--- config.mk ---
export PLATFORM = sky130hd
export DESIGN_NAME = booth_mul_pipe
export DESIGN_NICKNAME = d
export VERILOG_FILES = /design/src/rtl/booth_mul_pipe.sv
export SDC_FILE = /design/constraint.sdc
export NUM_CORES = 2
export LEC_CHECK = 0
export CORE_ASPECT_RATIO = 0.8
export CORE_MARGIN = 2
export CORE_UTILIZATION = 35
export CTS_BUF_LIST = sky130_fd_sc_hd__clkbuf_4
export DETAILED_ROUTE_END_ITERATION = 12
export GPL_TIMING_DRIVEN = 0
export PLACE_DENSITY = 0.62
export SLEW_MARGIN = 20
export SYNTH_ARGS = -nofsm -noshare
export SYNTH_HDL_FRONTEND = slang
export SYNTH_SLANG_ARGS = --single-unit
--- constraint.sdc ---
create_clock -name clk -period 9.98 [get_ports clk]
set_input_delay 2.495 -clock clk [delete_from_list [all_inputs] [get_ports clk]]
set_output_delay 2.495 -clock clk [all_outputs]
set_load 0.05 [all_outputs]
--- src/rtl/booth_mul_pipe.sv ---
// ---------------------------------------------------------------------------
// booth_mul_pipe
//   Pipelined radix-4 Booth multiplier with valid/ready handshakes on both
//   sides. The product is returned in issue order as two WIDTH-bit halves.
//
//   Optional feature: define MUL_FLUSH_EN to add the 'flush' input, which
//   discards every operation in flight.
//
// Parameters
//   WIDTH   operand width (even, >= 8)
//   STAGES  register slots from acceptance to output (1..4)
//
// Ports
//   clk        clock, rising edge
//   rst_n      asynchronous active-low reset
//   flush      (MUL_FLUSH_EN only) clear all slots, block input this cycle
//   in_valid   operands present          in_ready   operands accepted
//   A, B       multiplicand / multiplier mode       00 uu, 01 ss, 10 su, 11 uu
//   out_valid  product present           out_ready  consumer takes product
//   PROD_MSB   upper half of product     PROD_LSB   lower half of product
// ---------------------------------------------------------------------------
module booth_mul_pipe #(
    parameter int WIDTH  = 32,
    parameter int STAGES = 3
) (
    input  logic             clk,
    input  logic             rst_n,
`ifdef MUL_FLUSH_EN
    input  logic             flush,
`endif
    input  logic             in_valid,
    output logic             in_ready,
    input  logic [WIDTH-1:0] A,
    input  logic [WIDTH-1:0] B,
    input  logic [1:0]       mode,
    output logic             out_valid,
    input  logic             out_ready,
    output logic [WIDTH-1:0] PROD_MSB,
    output logic [WIDTH-1:0] PROD_LSB
);

    localparam int PW    = 2 * WIDTH;      // product width
    localparam int XW    = WIDTH + 2;      // extended operand width
    localparam int NPP   = WIDTH / 2 + 1;  // Booth partial products
    localparam int NROWS = NPP + 1;        // plus one row of negation bits

    // Rows left after 'lvl' layers of 3:2 compression.
    function automatic int tree_rows(input int lvl);
        int n;
        n = NROWS;
        for (int i = 0; i < lvl; i++) begin
            if (n > 2) n = n - n / 3;
        end
        return n;
    endfunction

    function automatic int tree_levels();
        int n;
        int l;
        n = NROWS;
        l = 0;
        for (int i = 0; i < 64; i++) begin
            if (n > 2) begin
                n = n - n / 3;
                l = l + 1;
            end
        end
        return l;
    endfunction

    localparam int LEVELS = tree_levels();

    genvar gi, gj;

    // ---------------- operand extension ----------------
    logic          w_a_sx, w_b_sx;
    logic [XW-1:0] w_ax, w_bx;
    logic [XW:0]   w_bx_l;     // extended B with the implicit b[-1] = 0 below
    logic [PW-1:0] w_ax_pw;    // extended A sign-extended to product width

    assign w_a_sx  = (mode == 2'b01) || (mode == 2'b10);
    assign w_b_sx  = (mode == 2'b01);
    assign w_ax    = {{2{w_a_sx & A[WIDTH-1]}}, A};
    assign w_bx    = {{2{w_b_sx & B[WIDTH-1]}}, B};
    assign w_bx_l  = {w_bx, 1'b0};
    assign w_ax_pw = {{(PW-XW){w_ax[XW-1]}}, w_ax};

    // ---------------- Booth recoding ----------------
    logic [PW-1:0] w_tree [0:LEVELS][0:NROWS-1];
    logic [NPP-1:0] w_neg;
    logic [PW-1:0]  w_corr;

    for (gi = 0; gi < NPP; gi++) begin : g_booth
        logic [2:0]    w_trip;
        logic          w_one, w_two;
        logic [PW-1:0] w_mag;
        assign w_trip    = w_bx_l[2*gi+2 -: 3];
        assign w_one     = w_trip[1] ^ w_trip[0];
        assign w_two     = (w_trip == 3'b100) || (w_trip == 3'b011);
        assign w_neg[gi] = w_trip[2] & ~(w_trip[1] & w_trip[0]);
        assign w_mag     = w_one ? w_ax_pw : (w_two ? {w_ax_pw[PW-2:0], 1'b0} : '0);
        // Negative digits use the one's complement here; the +1 lives in w_corr.
        assign w_tree[0][gi] = (w_neg[gi] ? ~w_mag : w_mag) << (2 * gi);
    end

    always_comb begin
        w_corr = '0;
        for (int j = 0; j < NPP; j++) begin
            w_corr[2*j] = w_neg[j];
        end
    end
    assign w_tree[0][NPP] = w_corr;

    // ---------------- carry-save tree ----------------
    for (gj = 0; gj < LEVELS; gj++) begin : g_lvl
        localparam int N_IN  = tree_rows(gj);
        localparam int G     = N_IN / 3;
        localparam int N_OUT = N_IN - G;
        for (gi = 0; gi < G; gi++) begin : g_csa
            logic [PW-1:0] w_x, w_y, w_z;
            assign w_x = w_tree[gj][3*gi];
            assign w_y = w_tree[gj][3*gi+1];
            assign w_z = w_tree[gj][3*gi+2];
            assign w_tree[gj+1][2*gi]   = w_x ^ w_y ^ w_z;
            assign w_tree[gj+1][2*gi+1] = ((w_x & w_y) | (w_x & w_z) | (w_y & w_z)) << 1;
        end
        for (gi = 0; gi < N_IN - 3*G; gi++) begin : g_pass
            assign w_tree[gj+1][2*G+gi] = w_tree[gj][3*G+gi];
        end
        for (gi = N_OUT; gi < NROWS; gi++) begin : g_zero
            assign w_tree[gj+1][gi] = '0;
        end
    end

    // ---------------- pipeline control ----------------
    logic [STAGES-1:0] r_valid;
    logic [STAGES-1:0] w_adv;
    logic              w_accept;

    // Slot k moves iff some slot at or after k is empty or the consumer takes
    // the head; written flat so no bit of w_adv depends on another.
    for (gi = 0; gi < STAGES; gi++) begin : g_adv
        assign w_adv[gi] = out_ready | ~(&r_valid[STAGES-1:gi]);
    end

`ifdef MUL_FLUSH_EN
    assign in_ready = w_adv[0] & ~flush;
`else
    assign in_ready = w_adv[0];
`endif
    assign w_accept = in_valid & in_ready;

    always_ff @(posedge clk or negedge rst_n) begin
        if (!rst_n) begin
            r_valid <= '0;
        end else begin
`ifdef MUL_FLUSH_EN
            if (flush) begin
                r_valid <= '0;
            end else begin
`else
            begin
`endif
                if (w_adv[0]) r_valid[0] <= w_accept;
                for (int k = 1; k < STAGES; k++) begin
                    if (w_adv[k]) r_valid[k] <= r_valid[k-1];
                end
            end
        end
    end

    // ---------------- datapath registers (no reset needed) ----------------
    logic [PW-1:0] r_s0_sum, r_s0_carry;
    logic [PW-1:0] w_cpa;
    logic [PW-1:0] w_out_prod;

    always_ff @(posedge clk) begin
        if (w_accept) begin
            r_s0_sum   <= w_tree[LEVELS][0];
            r_s0_carry <= w_tree[LEVELS][1];
        end
    end

    assign w_cpa = r_s0_sum + r_s0_carry;

    if (STAGES == 1) begin : g_shallow
        assign w_out_prod = w_cpa;
    end else begin : g_deep
        logic [PW-1:0] r_prod [1:STAGES-1];
        always_ff @(posedge clk) begin
            if (w_adv[1] && r_valid[0]) r_prod[1] <= w_cpa;
            for (int k = 2; k < STAGES; k++) begin
                if (w_adv[k] && r_valid[k-1]) r_prod[k] <= r_prod[k-1];
            end
        end
        assign w_out_prod = r_prod[STAGES-1];
    end

    // ---------------- outputs ----------------
    // Gate data so stale, unreset data registers never reach the port.
    assign out_valid = r_valid[STAGES-1];
    assign {PROD_MSB, PROD_LSB} = out_valid ? w_out_prod : '0;

endmodule

* Yosys cells after proc, flatten, opt, wreduce, memory -nomap -nowiden *
Memory sizes are Yosys's and may differ from the RTL's.
Cells that the tools add are included.

operators by class
  reduce and logical (&&, ||, !) cells = 21
  mux-type cells = 56
  equality and inequality tests = 35
  bitwise operators = 202
  add/sub/neg operators = 1

operators by type and width
  kind                           count
  bitwise AND 63 bit             46
  bitwise OR 63 bit              32
  XOR 64 bit                     31
  two-way mux 64 bit             4
  two-way mux 62 bit             3
  two-way mux 60 bit             3
  two-way mux 58 bit             3
  two-way mux 56 bit             3
  two-way mux 54 bit             3
  two-way mux 52 bit             3
  two-way mux 50 bit             3
  two-way mux 48 bit             3
  two-way mux 46 bit             3
  two-way mux 44 bit             3
  bitwise AND 63 x 33 -> 63 bit  2
  two-way mux 42 bit             3
  two-way mux 40 bit             3
  two-way mux 38 bit             3
  two-way mux 36 bit             3
  two-way mux 34 bit             3
  two-way mux 32 bit             3
  adder 64 bit                   1
  NOT 64 bit                     1
  XOR 64 x 33 -> 64 bit          1
  other kinds (29)               149

storage, ports and cells
  input bits = 70
  word-level logic and storage cells = 321
  output and inout bits = 66
  memories = 1
  bits in registers = 130
  memory bits (writable) = 128

memories
  name           depth  bits a word  read ports  clocked after memory_dff  wr ports  line  RTL
  g_deep.r_prod  2      64           2           0                         2         189   logic [PW-1:0] r_prod [1:STAGES-1];

* Longest topological paths before layout *
  depth after elaboration = 25
  gate-level depth with buffers = 24
  gate-level depth less buffers = 22

* Least setup slack after synthesis *
OpenSTA, ideal clock, no wires.

  path kind = input port to flip-flop
  start = input port B[1]
  end = register r_s0_sum[63], data pin
  path slack = 1.987 ns
  setup time = 0.260 ns
  stages = 21
  data arrival time = 7.733 ns
  path buffers = 2
  required time = 9.720 ns
  cells stage by stage = clkbuf_1 -> clkinv_1 -> ha_1 -> clkbuf_1 -> nand2_1 -> a21oi_1 -> nor2_1 -> xnor2_1 -> xnor2_1 -> fa_1 -> fa_1 -> inv_1 -> fa_1 -> fa_1 -> xor2_1 -> xnor2_1 -> xnor2_1 -> xnor2_1 -> xnor2_1 -> xnor2_1 -> xnor2_1

RTL lines
  item                    line  RTL
  start: declaration      34    input logic [WIDTH-1:0] B,
  end signal: assignment  179   r_s0_sum <= w_tree[LEVELS][0];
  end: declaration        173   logic [PW-1:0] r_s0_sum, r_s0_carry;

==> impl_metrics.tcl <==
set metrics [dict create \
    min_period_over_period 0.9417 \
    hp-start "g_deep.r_prod[1][52]" \
    final_antenna_net_count 0 \
    min_period_ps 9398 \
    worst-endpoint-arrival_ps 10010 \
    async_set_reset_flop_share_out_of_synthesis 0.01181 \
    dr_total_vias 32300 \
    critPathBufInv 5 \
    reg2reg_depth 10 \
    startpoint_kind_of_the_worst_setup_timing_path "input pin" \
    clock_path_buffers 3 \
    crit-reg2reg-launch "r_s0_sum[2]" \
    delay_contributed_by_the_slowest_stage_of_the_critical_path_ps 810 \
    max_slew_margin 0.1385 \
    die_span_y_microns 300.5 \
    worst_path_most_repeated_cell "xnor2_1" \
    num-nets-final 4896 \
    commonest_non_fill_non_tap_cell_in_the_layout "inv_1" \
    ys.warnings.count 0 \
    finalWorstSetupSlack_ps 581.9 \
    result_of_the_run "finished clean" \
    slew_violations 0 \
    grt_start_max_net_pins 55 \
    post-cts-setup-buffers 0 \
    stdcell_area_sq_um 42400 \
    crit_family "adder cells" \
    crit_chain "clkdlybuf4s50_1 -> clkbuf_1 -> clkinv_1 -> ha_1 -> clkbuf_1 -> nand2_1 -> a21oi_1 -> nor2_1 -> xnor2_1 -> xnor2_1 -> fa_1 -> fa_1 -> inv_1 -> fa_1 -> fa_1 -> xor2_1 -> xnor2_1 -> xnor2_1 -> xnor2_1 -> xnor2_1 -> xnor2_1 -> xnor2_1" \
    dr.pass1.iters 8 \
    count_of_maximum_capacitance_violations 0 \
    setup-violations-final 0 \
    seqCellArea_sq_um 7612 \
    worstMarginPinSlew_ps 1292 \
    drt_drc_violations_left 0 \
    seq_area_frac_synth 0.1979 \
    timing.final.hold_violations 0 \
    syn-cell-area_sq_um 38460 \
    clock_tree.root_cell "clkbuf_4" \
    cts_buffers 74 \
    worstSetupEndpointType "flop" \
    worstHoldPathCells 0 \
    final_util 0.3898 \
    hold_path_class "flop to flop" \
    post_synth.cell_area_avg_sq_um 9.852 \
    fmax_mhz 106.4 \
    n_fill_cell 10970 \
    place_worst_setup_slack_ps -204.3 \
    fp-row-count 108 \
    ys_dominant_reg_cell "edfxtp_1" \
    rsz0062_at_grt "false" \
    detail_route.vias_per_cell 5.799 \
    htreeDepth 3 \
    count_of_flip_flops_with_a_built_in_enable_after_synthesis 251 \
    whs_endpoint "g_deep.r_prod[2][52]" \
    rrSetupSlack_ps 5740 \
    aggregate_routed_wire_length_mm 175.8 \
    placedInstanceArea_sq_um 41450 \
    first_global_vias 31760 \
    drtIter0Drc 4443 \
    finalClockSkew_ps 62.90 \
    synth_cell_type_count 76 \
    initial_core_util 0.3536 \
    synthToLayoutAreaGrowth_pct 10.25 \
    cts.sinks 254 \
    critical_path.reg2reg.endpoint "g_deep.r_prod[1][54]" \
    totalNegativeSetupSlack_ps 0 \
    timing.setup.critical_path_class "input pin to flop" \
    clk_latency_ps 920 \
    layout.cells.most_common_list "inv_1, fa_1, a22oi_1, xnor2_1, clkbuf_1" \
    tritoncts "built" \
    critical_path_peak_fanout 11 \
    antenna_found_initial 11 \
    gr-usage-all-layers 0.3103 \
    first_pass_grt_wire_length_mm 244.5 \
    detailedPlacementHpwl_mm 143.7 \
    crit_path_top_delay_cell "fa_1" \
    multi_input_comb_area_sq_um 27340 \
    numPortBuffers 103 \
    gpl.final_weighted_congestion 1.077 \
    routed_wire_length_per_instance_microns 31.55 \
    die_area_sq_um 112600 \
    cts.reportedPaths.clkPinSlew_ps 60 \
    post_route_cells_drive_above_1_share 0.04231 \
    postCtsResizedCells 0 \
    synth_nets 4712 \
    io_pins 136 \
    core-area_sq_um 108800 \
    grt-ovfl-total 0 \
    netlist_instances 3904 \
    synth_seq_cells 254 \
    crit_required_ps 10600 \
    cts-hold-fix-buffers 0 \
    chipWidth_microns 374.6 \
]
## registers in the layout (all words and copies together), names as in the netlist
| name | count |
|---|---|
| g_deep.r_prod | 128 |
| r_s0_sum | 64 |
| r_s0_carry | 59 |
| r_valid | 3 |
## routing by layer
layer  up-vias  global-route usage  share of wire
met3       339              0.1220           0.14
met1     16300              0.4560           0.45
met2      2271              0.4022           0.37
met4        12              0.1129          0.040
met5         -             0.01551         0.0018
li1      13380                   -              -
## worst register-to-register path, cell delays in order, from the launching register on
cell      delay, ps
edfxtp_1        370
ha_1            230
ha_1            200
a21oi_1         250
o21ai_1         270
o21ai_1         350
nand4_1         510
a21boi_1        720
a311oi_4        350
or4_1           600
o211a_1         140
## cells in the mapped netlist, types with 19 or more instances
cell type	n	area, sq um
and2_1	102	638.1
nand2b_1	34	212.7
ha_1	208	2603
fa_1	530	10610
inv_1	596	2237
a31oi_1	19	118.9
xor2_1	216	1892
a21o_1	21	157.7
buf_1	39	146.4
a21oi_1	98	490.5
nor3_1	25	125.1
mux2i_1	33	330.3
o21ai_0	101	505.5
nand2_1	126	473.0
maj3_1	19	190.2
nor2_1	98	367.9
clkbuf_1	280	1051
xnor2_1	381	3337
edfxtp_1	251	7537
a22oi_1	478	3588
nand3_1	33	165.2
## how the worst max path moves through the flow
stage,start,to,slack [ps],cells after the start
after floorplan,B[1],r_s0_sum[63],1990,21
after global placement,B[1],r_s0_sum[63],-110,22
after detailed placement,B[1],r_s0_sum[63],-200,22
after CTS,B[1],r_s0_sum[63],730,22
after global routing,B[1],r_s0_sum[63],210,22
final,B[1],r_s0_sum[63],580,22
## cell type report
cell class              count  area share
diodes                      4   0.0002361
plain buffers             330     0.03030
clock buffers              96     0.01700
clock inverters            28    0.005046
inverters                 605     0.05361
multi-input cells        2715      0.6447
flip-flops and latches    254      0.1795
well taps                1430     0.04219
repair buffers            108     0.02738
## cells by family (layout without fill, tap and decap cells)
| logic type | count (synthesis) | in the layout | synth area share |
|---|---|---|---|
| xor+xnor | 597 | 597 | 0.1360 |
| fa+ha+maj | 757 | 757 | 0.3485 |
| flops | 254 | 254 | 0.1979 |
| buf+inv | 935 | 1167 | 0.09194 |
| simple gates | 486 | 486 | 0.06360 |
| mux | 33 | 33 | 0.008589 |
| other cells | 0 | 4 | 0 |
| compound gates | 842 | 842 | 0.1535 |
## stage by stage
step	instances	hold WS [ps]
final	5570	408.7
after global routing	5567	400.4
after CTS	5566	396.0
after detailed placement	5442	404.5
after global placement	5437	402.1
after floorplan	3904	400.3
Power is left out: the tool's default activity adds up to more than one toggle a clock period on the data nets, which glitch-free logic cannot reach.
